`config.mk`:
```
export PLATFORM = sky130hd
export DESIGN_NAME = uart_tx_arbiter_flat
export DESIGN_NICKNAME = d
export VERILOG_FILES = /design/src/rtl/uart_tx_arbiter_if.sv /design/src/rtl/uart_tx_arbiter.sv /design/src/flat_wrapper.sv
export SDC_FILE = /design/constraint.sdc
export NUM_CORES = 1
export LEC_CHECK = 0
export BUFFER_PORTS_ARGS = -buffer_cell sky130_fd_sc_hd__buf_4
export CORE_MARGIN = 5
export CORE_UTILIZATION = 51
export DETAILED_ROUTE_END_ITERATION = 10
export PLACE_DENSITY_LB_ADDON = 0.12
export SKIP_LAST_GASP = 1
export SYNTH_ARGS = -nofsm -noshare
export SYNTH_HDL_FRONTEND = slang
export SYNTH_SLANG_ARGS = --single-unit
export TNS_END_PERCENT = 100
```
`constraint.sdc`:
```
create_clock -name clock -period 4.3 [get_ports clock]
set_input_delay 0.215 -clock clock [delete_from_list [all_inputs] [get_ports clock]]
set_output_delay 0.215 -clock clock [all_outputs]
set_load 0.05 [all_outputs]
```
`src/rtl/uart_tx_arbiter_if.sv`:
```
// Handshake bundle between byte requesters, the arbiter and uart_tx.
// slave: arbiter side; master: requesters plus uart_tx side.
interface uart_tx_arbiter_if #(
  parameter int NUM_REQ = 4,
  parameter int ID_W    = $clog2(NUM_REQ)
);
  logic [NUM_REQ-1:0]   req_valid;
  logic [8*NUM_REQ-1:0] req_data;
  logic [NUM_REQ-1:0]   req_last;
  logic [NUM_REQ-1:0]   req_ready;
  logic [7:0]           tx_byte;
  logic                 tx_trigger;
  logic                 tx_ready;
  logic [ID_W-1:0]      grant_id;
  logic                 busy;
  logic                 stall_drop;

  modport slave (
    input  req_valid, req_data, req_last, tx_ready,
    output req_ready, tx_byte, tx_trigger,
    output grant_id, busy, stall_drop
  );

  modport master (
    output req_valid, req_data, req_last, tx_ready,
    input  req_ready, tx_byte, tx_trigger,
    input  grant_id, busy, stall_drop
  );
endinterface

```
`src/rtl/uart_tx_arbiter.sv`:
```
// Packet-level round-robin arbiter sharing one uart_tx among NUM_REQ
// byte-stream requesters. Ports: clock, reset (sync, active-high) and
// bus (uart_tx_arbiter_if.slave: req_valid/req_data/req_last/req_ready,
// tx_byte/tx_trigger/tx_ready, grant_id, busy, stall_drop).
// Define UART_ARB_HEADER_EN to prefix each packet with an 8'hA0|id byte.
module uart_tx_arbiter #(
  parameter int NUM_REQ      = 4,
  parameter int STALL_CYCLES = 255
) (
  input  logic             clock,
  input  logic             reset,
  uart_tx_arbiter_if.slave bus
);

  localparam int ID_W = $clog2(NUM_REQ);
  localparam int CW   = ID_W + 1;
  localparam int SC_W = (STALL_CYCLES > 1) ? $clog2(STALL_CYCLES) : 1;
  localparam logic [SC_W-1:0] STALL_LAST =
    SC_W'((STALL_CYCLES > 0) ? STALL_CYCLES - 1 : 0);

`ifdef UART_ARB_HEADER_EN
  typedef enum logic [2:0] {
    S_IDLE, S_HDR, S_LOAD, S_FIRE, S_WAIT
  } state_t;
`else
  typedef enum logic [2:0] {
    S_IDLE, S_LOAD, S_FIRE, S_WAIT
  } state_t;
`endif

  state_t           state;
  logic [ID_W-1:0]  rr_ptr;
  logic [ID_W-1:0]  grant_id;
  logic [ID_W-1:0]  pick;
  logic [CW-1:0]    cand;
  logic [7:0]       tx_byte;
  logic             tx_trigger;
  logic             busy;
  logic             stall_drop;
  logic             last_r;
  logic [SC_W-1:0]  stall_cnt;
  logic [NUM_REQ-1:0] ready;
  logic [7:0]       data_arr [NUM_REQ];
  logic [7:0]       g_data;
  logic             g_valid;
  logic             g_last;

  for (genvar i = 0; i < NUM_REQ; i++) begin : g_unpack
    assign data_arr[i] = bus.req_data[8*i +: 8];
  end

  assign g_data  = data_arr[grant_id];
  assign g_valid = bus.req_valid[grant_id];
  assign g_last  = bus.req_last[grant_id];

  // Scan downward so the lowest offset from rr_ptr+1 wins last.
  always_comb begin
    pick = '0;
    cand = '0;
    for (int k = NUM_REQ; k >= 1; k--) begin
      cand = {1'b0, rr_ptr} + CW'(k);
      if (cand >= CW'(NUM_REQ))
        cand = cand - CW'(NUM_REQ);
      if (bus.req_valid[cand[ID_W-1:0]])
        pick = cand[ID_W-1:0];
    end
  end

  always_comb begin
    ready = '0;
    if (state == S_LOAD)
      ready[grant_id] = 1'b1;
  end

  always_ff @(posedge clock) begin
    if (reset) begin
      state      <= S_IDLE;
      rr_ptr     <= ID_W'(NUM_REQ - 1);
      grant_id   <= '0;
      tx_byte    <= '0;
      tx_trigger <= 1'b0;
      busy       <= 1'b0;
      stall_drop <= 1'b0;
      last_r     <= 1'b0;
      stall_cnt  <= '0;
    end else begin
      tx_trigger <= 1'b0;
      stall_drop <= 1'b0;
      unique case (state)
        S_IDLE: begin
          if (|bus.req_valid && bus.tx_ready) begin
            grant_id  <= pick;
            stall_cnt <= '0;
            busy      <= 1'b1;
`ifdef UART_ARB_HEADER_EN
            tx_byte    <= 8'hA0 | 8'(pick);
            tx_trigger <= 1'b1;
            state      <= S_HDR;
`else
            state      <= S_LOAD;
`endif
          end
        end
`ifdef UART_ARB_HEADER_EN
        S_HDR: begin
          last_r <= 1'b0;
          state  <= S_WAIT;
        end
`endif
        S_LOAD: begin
          if (g_valid) begin
            tx_byte    <= g_data;
            last_r     <= g_last;
            stall_cnt  <= '0;
            tx_trigger <= 1'b1;
            state      <= S_FIRE;
          end else if (STALL_CYCLES != 0 &&
                       stall_cnt == STALL_LAST) begin
            stall_drop <= 1'b1;
            stall_cnt  <= '0;
            rr_ptr     <= grant_id;
            busy       <= 1'b0;
            state      <= S_IDLE;
          end else begin
            stall_cnt <= stall_cnt + 1'b1;
          end
        end
        S_FIRE: begin
          state <= S_WAIT;
        end
        S_WAIT: begin
          // uart_tx drops ready on the edge ending FIRE/HDR.
          if (bus.tx_ready) begin
            if (last_r) begin
              rr_ptr <= grant_id;
              busy   <= 1'b0;
              state  <= S_IDLE;
            end else begin
              state <= S_LOAD;
            end
          end
        end
        default: state <= S_IDLE;
      endcase
    end
  end

  assign bus.req_ready  = ready;
  assign bus.tx_byte    = tx_byte;
  assign bus.tx_trigger = tx_trigger;
  assign bus.grant_id   = grant_id;
  assign bus.busy       = busy;
  assign bus.stall_drop = stall_drop;

endmodule
```
`src/flat_wrapper.sv`:
```
// flat-port wrapper written by rule: the top's interface ports become plain ports
module uart_tx_arbiter_flat 
#(
  parameter int NUM_REQ      = 4,
  parameter int STALL_CYCLES = 255
)
  (clock, reset, bus_req_valid, bus_req_data, bus_req_last, bus_tx_ready, bus_req_ready, bus_tx_byte, bus_tx_trigger, bus_grant_id, bus_busy, bus_stall_drop);
  uart_tx_arbiter_if #(.NUM_REQ(NUM_REQ)) bus_i ();
  input  logic clock;
  input  logic reset;
  input wire logic [$bits(bus_i.req_valid)-1:0] bus_req_valid;
  input wire logic [$bits(bus_i.req_data)-1:0] bus_req_data;
  input wire logic [$bits(bus_i.req_last)-1:0] bus_req_last;
  input wire logic [$bits(bus_i.tx_ready)-1:0] bus_tx_ready;
  output wire logic [$bits(bus_i.req_ready)-1:0] bus_req_ready;
  output wire logic [$bits(bus_i.tx_byte)-1:0] bus_tx_byte;
  output wire logic [$bits(bus_i.tx_trigger)-1:0] bus_tx_trigger;
  output wire logic [$bits(bus_i.grant_id)-1:0] bus_grant_id;
  output wire logic [$bits(bus_i.busy)-1:0] bus_busy;
  output wire logic [$bits(bus_i.stall_drop)-1:0] bus_stall_drop;
  assign bus_i.req_valid = bus_req_valid;
  assign bus_i.req_data = bus_req_data;
  assign bus_i.req_last = bus_req_last;
  assign bus_i.tx_ready = bus_tx_ready;
  assign bus_req_ready = bus_i.req_ready;
  assign bus_tx_byte = bus_i.tx_byte;
  assign bus_tx_trigger = bus_i.tx_trigger;
  assign bus_grant_id = bus_i.grant_id;
  assign bus_busy = bus_i.busy;
  assign bus_stall_drop = bus_i.stall_drop;
  uart_tx_arbiter #(.NUM_REQ(NUM_REQ), .STALL_CYCLES(STALL_CYCLES)) u_core (.clock(clock), .reset(reset), .bus(bus_i));
endmodule
```
---- Word-level counts from Yosys, hierarchy flattened ----
Cells that the tools add are included.
operators by class
  add/sub/neg operators ................... 9
  multiply operators ...................... 0
  div/mod/pow operators ................... 0
  order comparisons ....................... 11
  equality and inequality tests ........... 10
  shifts and indexed selects .............. 0
  mux-type cells .......................... 49
  bitwise gates (word level) .............. 2
  reductions and logical operators ........ 15
operators by type and width
  operator               count
  $mux W8                5
  $mux W2                12
  $bmux W8 S2            1
  $pmux W8 S2            1
  $ge A3 B3 Y1 const B   5
  $lt A2 B3 Y1 const B   5
  $mux W1                15
  $bmux W1 S2            6
  $mux W3                4
  $pmux W3 S4            1
  $add A8 B1 Y8 const B  1
  $eq A8 B8 Y1 const B   1
  $sub A2 B1 Y2 const B  4
  $add A2 B2 Y3 const B  2
  $eq A3 B2 Y1 const B   2
  $ne A2 B2 Y1 const B   3
  $reduce_and A2 Y1      3
  $reduce_and A6 Y1      1
  $reduce_and A5 Y1      1
  $mux W4                1
  $ne A2 B1 Y1 const B   2
  $pmux W2 S2            1
  $reduce_bool A2 Y1     2
  $reduce_or A4 Y1       1
  other kinds (15)       16
word-level totals
  bits in registers ....................... 27
  bits in latches ......................... 0
  bits in writable memories ............... 0
  bits in read-only memories .............. 0
  input bits .............................. 43
  output and inout port bits .............. 17
  word-level logic and storage cells ...... 105
  memories ................................ 0

---- Depth between registers and ports, before layout ----
  depth after elaboration ................. 9
  mapped depth ............................ 7
  mapped depth without buffers ............ 7

---- Worst setup path after synthesis ----
Ideal clock, no wire load.
  path type ............................... reg-to-output
  start point ............................. register u_core.grant_id[1] (netlist: u_core.bus.grant_id[1])
  end point ............................... output port bus_req_ready[2]
  arrival time ............................ 2417 ps
  data required time ...................... 4085 ps
  setup slack ............................. 1668 ps
  stages on the path, launching flop included .. 4
  path buffers ............................ 2
  cells stage by stage .................... dfxtp_1 -> clkbuf_1 -> clkbuf_1 -> nor3b_1
on the way
  word-level cells in the longest chain between the ends .. 5
  elaborated cells between the ends (all ways) .. 6
  those cells by class .................... order compare (2); mux (3); reduce/logical (1)
RTL lines
  element                                                             line                   RTL
  start: declaration                                                  uart_tx_arbiter.sv:33  logic [ID_W-1:0] grant_id;
  start signal: assignment                                            uart_tx_arbiter.sv:92  grant_id <= pick;
  $lt A2 B3 Y1 (implied by the code) or $ge A2 B1 Y1 (tied branches)  uart_tx_arbiter.sv:72  ready[grant_id] = 1'b1;
  $logic_and A1 B1 Y1 (implied by the code)                           uart_tx_arbiter.sv:72
  $mux W1 (implied by the code)                                       uart_tx_arbiter.sv:72
  $demux W1 S2 (*)                                                    -
  $mux W4 (*)                                                         uart_tx_arbiter.sv:71  if (state == S_LOAD)
  end: declaration                                                    flat_wrapper.sv:15     output wire logic [$bits(bus_i.req_ready)-1:0] bus_req_ready;
Mark *: on every way between the ends. The rest lies on a longest branch, timed or not.

---- Final worst setup path ----
  start point ............................. register u_core.grant_id[0] (netlist: u_core.bus.grant_id[0])
  end point ............................... register u_core.stall_cnt[4]
on the way
  word-level cells in the longest chain between the ends .. 4
RTL lines
  element                        line                    RTL
  $bmux W1 S2                    uart_tx_arbiter.sv:53   assign g_valid = bus.req_valid[grant_id];
  $mux W1 (implied by the code)  uart_tx_arbiter.sv:53
  $mux W8                        uart_tx_arbiter.sv:111  if (g_valid) begin
  $pmux W8 S2                    uart_tx_arbiter.sv:89   unique case (state)
  end signal: assignment         uart_tx_arbiter.sv:125  stall_cnt <= stall_cnt + 1'b1;
  end: declaration               uart_tx_arbiter.sv:41   logic [SC_W-1:0] stall_cnt;
No other way between the ends. The select of a mux whose other input is x is not followed.
A chain may end at the register's enable or synchronous reset.

==> results.yml <==
routing:
  drc: 0
  route.detailed.wl_per_inst_um: 16.2
  routed_via_density: 5.86
  dr.first_iter.drc_count: 71
  num_vias: 1464
  drt-total-wl_um: 4060
  drt_pass1_iterations: 4
  ant_nets: 0
sta:
  fin_worst_skew_ps: 5.04
  fmax_ghz: 0.396
  finalSetupTns_ps: 0
  maxSlewHeadroom_pct: 42.2
  finalMaxSlewViolations: 0
  post-route-period-util_pct: 58.8
  hold_viol_final: 0
  setup_viol: 0
  rsz0062_at_grt: "false"
  layout_min_cycle_time_ps: 2530
  worst_pin_slew_ps: 865
die:
  die_h_um: 63.3
  io_pins: 60
  coreArea_mm2: 0.00273
  start_util_pct: 53.0
  dieArea_mm2: 0.00401
  die_width_um: 63.3
  rows: 19
clock_network:
  clk_latency_ps: 330
  ctsLongestPathBuffers: 2
  clock-sinks: 26
  cts_buffers: 3
  cts_root_buf: "clkbuf_4"
  cts_resized: 0
  cts_setup_buffers: 0
  ctsHoldBuffers: 0
  htree_levels: 1
  path_clk_slew_ps: 150
  cts_tree: "yes"
logic_synthesis:
  yosysTopAreaCellShare_pct: 35.9
  ys_top_cells_by_count: "a21oi_1 (26), dfxtp_1 (26), nand2_1 (26)"
  async_flop_share_pct: 0
  yosys.area.top_type: "dfxtp_1"
  yosysWarnings: 0
  netlist_area_mm2: 0.00145
  synth_edf_count: 0
  netlist_instances: 166
  synth.area.top_cells: "dfxtp_1 (36%), mux4_2 (16%), a21oi_1 (9.0%)"
  synth_nets: 211
  synth_seq_cells: 26
  synth_ff_type: "dfxtp_1"
  yosysSeqAreaShare_pct: 35.9
  syn_area_per_cell_um2: 8.74
  synth.distinct_cells: 35
worst_setup_path:
  worst-setup-path-type: "register to register"
  crit_path_end_kind: "register"
  worstPathMaxFanout: 17
  arrival_ps: 2800
  worstPathRequired_ps: 4580
  start_kind: "register"
final_layout:
  num_antenna_cells: 0
  fin_nets: 265
  layoutNonFillerInstCount: 250
  drive_gt1_share_pct: 35.6
  num-fill-cells: 230
  syn_to_final_growth_pct: 33.7
pwr:
  p_per_area_mw_per_mm2: 316
  switchingPower_w: 0.000189
  netSwitchingFraction_pct: 30.8
  p_leak_nw: 0.783
  seqPwrFrac_pct: 44.3
  p_int_w: 0.000423
  ir_worst_vdd_uv: 379
  combinationalPowerShare_pct: 27.5
  clock_power_share_pct: 28.2
global_routing:
  grt_pass1_wl_um: 6910
  grt_max_degree: 27
  grt_usage_pct: 20.9
  grt_pass1_vias: 1488
  grt_overflow: 0
  antenna_found_initial: 0
flow_run:
  cap_violations: 0
place:
  gp_congestion: 0.794
  dp_hpwl_um: 3130
  dp_cells: 246
  numPortBuffers: 59
status:
  outcome: "finished, final reports clean"
hold_path:
  hold_class: "primary input to register"
==> power groups by stage <==
stage | Clock, W | Combinational (W) | Sequential, W
detailed placement | 0 | 0.000168 | 0.000277
global route | 0.000185 | 0.000181 | 0.000275
finish | 0.000172 | 0.000168 | 0.000271
global placement | 0 | 0.000163 | 0.000275
floorplan | 0 | 0.0000883 | 0.000295
CTS | 0.000174 | 0.000169 | 0.000272
==> critical path, stage by stage (launching register included) <==
cell,delay [ps]
dfxtp_1,920
mux4_2,700
a211o_4,340
or3_1,360
a31oi_1,160
==> cell families after synthesis <==
group / share of synthesized area, %
compound gates: 20.0
fa+ha+maj: 1.73
buf+inv: 4.14
flops: 35.9
mux: 16.3
simple gates: 21.9
==> metrics by stage <==
stage	utilization (%)	area, um2	hold WS, ps	worst slack (ps)	power [W]
after global routing	70.9	1940	189	1600	0.000641
after detailed placement	69.0	1890	448	1750	0.000445
after CTS	70.9	1940	166	1740	0.000615
after global placement	69.0	1890	443	1870	0.000439
final	70.9	1940	178	1770	0.000612
after floorplan	-	1450	391	1670	0.000384
==> flip-flops by register name, indices dropped and copies added (netlist names) <==
name,count
u_core.bus.tx_byte,8
u_core.stall_cnt,8
u_core.bus.grant_id,2
u_core.bus.busy,1
u_core.state,2
u_core.bus.stall_drop,1
u_core.last_r,1
u_core.bus.tx_trigger,1
u_core.rr_ptr,2
==> cell usage in the layout, fill, tap and decap left out, types with 3 or more instances in the layout <==
cell,count
o21ai_0,6
clkbuf_4,3
nand2_1,26
nor3_1,4
a31oi_1,3
buf_4,59
dfxtp_1,26
nor2_1,14
nand3_1,5
inv_1,4
and3_1,3
a21oi_1,26
mux4_2,10
==> path summary, 6_finish.rpt <==
kind	depth (start not counted)	startpoint	slack, ps	to
worst max-delay path	4	u_core.bus.grant_id[0]$_SDFFE_PP0P_	1770	u_core.stall_cnt[4]$_SDFFE_PP0P_
worst min-delay path	4	bus_tx_ready	180	u_core.state[1]$_SDFFE_PP0P_
worst max register to register	4	u_core.bus.grant_id[0]$_SDFFE_PP0P_	1770	u_core.stall_cnt[4]$_SDFFE_PP0P_
worst min register to register	2	u_core.bus.tx_byte[0]$_SDFFE_PP0N_	460	u_core.bus.tx_byte[0]$_SDFFE_PP0N_
==> metal layers <==
layer | part of all wire, % | wire length (um) | global-route usage, % | vias to the layer above
met5 | 0 | 0 | 0 | -
met4 | 2.0 | 83 | 8.31 | 0
met3 | 6.3 | 254 | 4.44 | 7
met2 | 51 | 2070 | 36.0 | 48
met1 | 41 | 1660 | 25.1 | 701
li1 | - | - | - | 708
==> cell type report <==
type | instances | area [um2] | area share [%]
multi-input cells | 126 | 870 | 44.8
flip-flops and latches | 26 | 520 | 26.8
repair buffers | 59 | 443 | 22.8
well taps | 31 | 38.8 | 2.00
clock inverters | 1 | 30.0 | 1.55
clock buffers | 3 | 22.5 | 1.16
inverters | 4 | 15.0 | 0.774
Power figures use the tool's default switching activity.
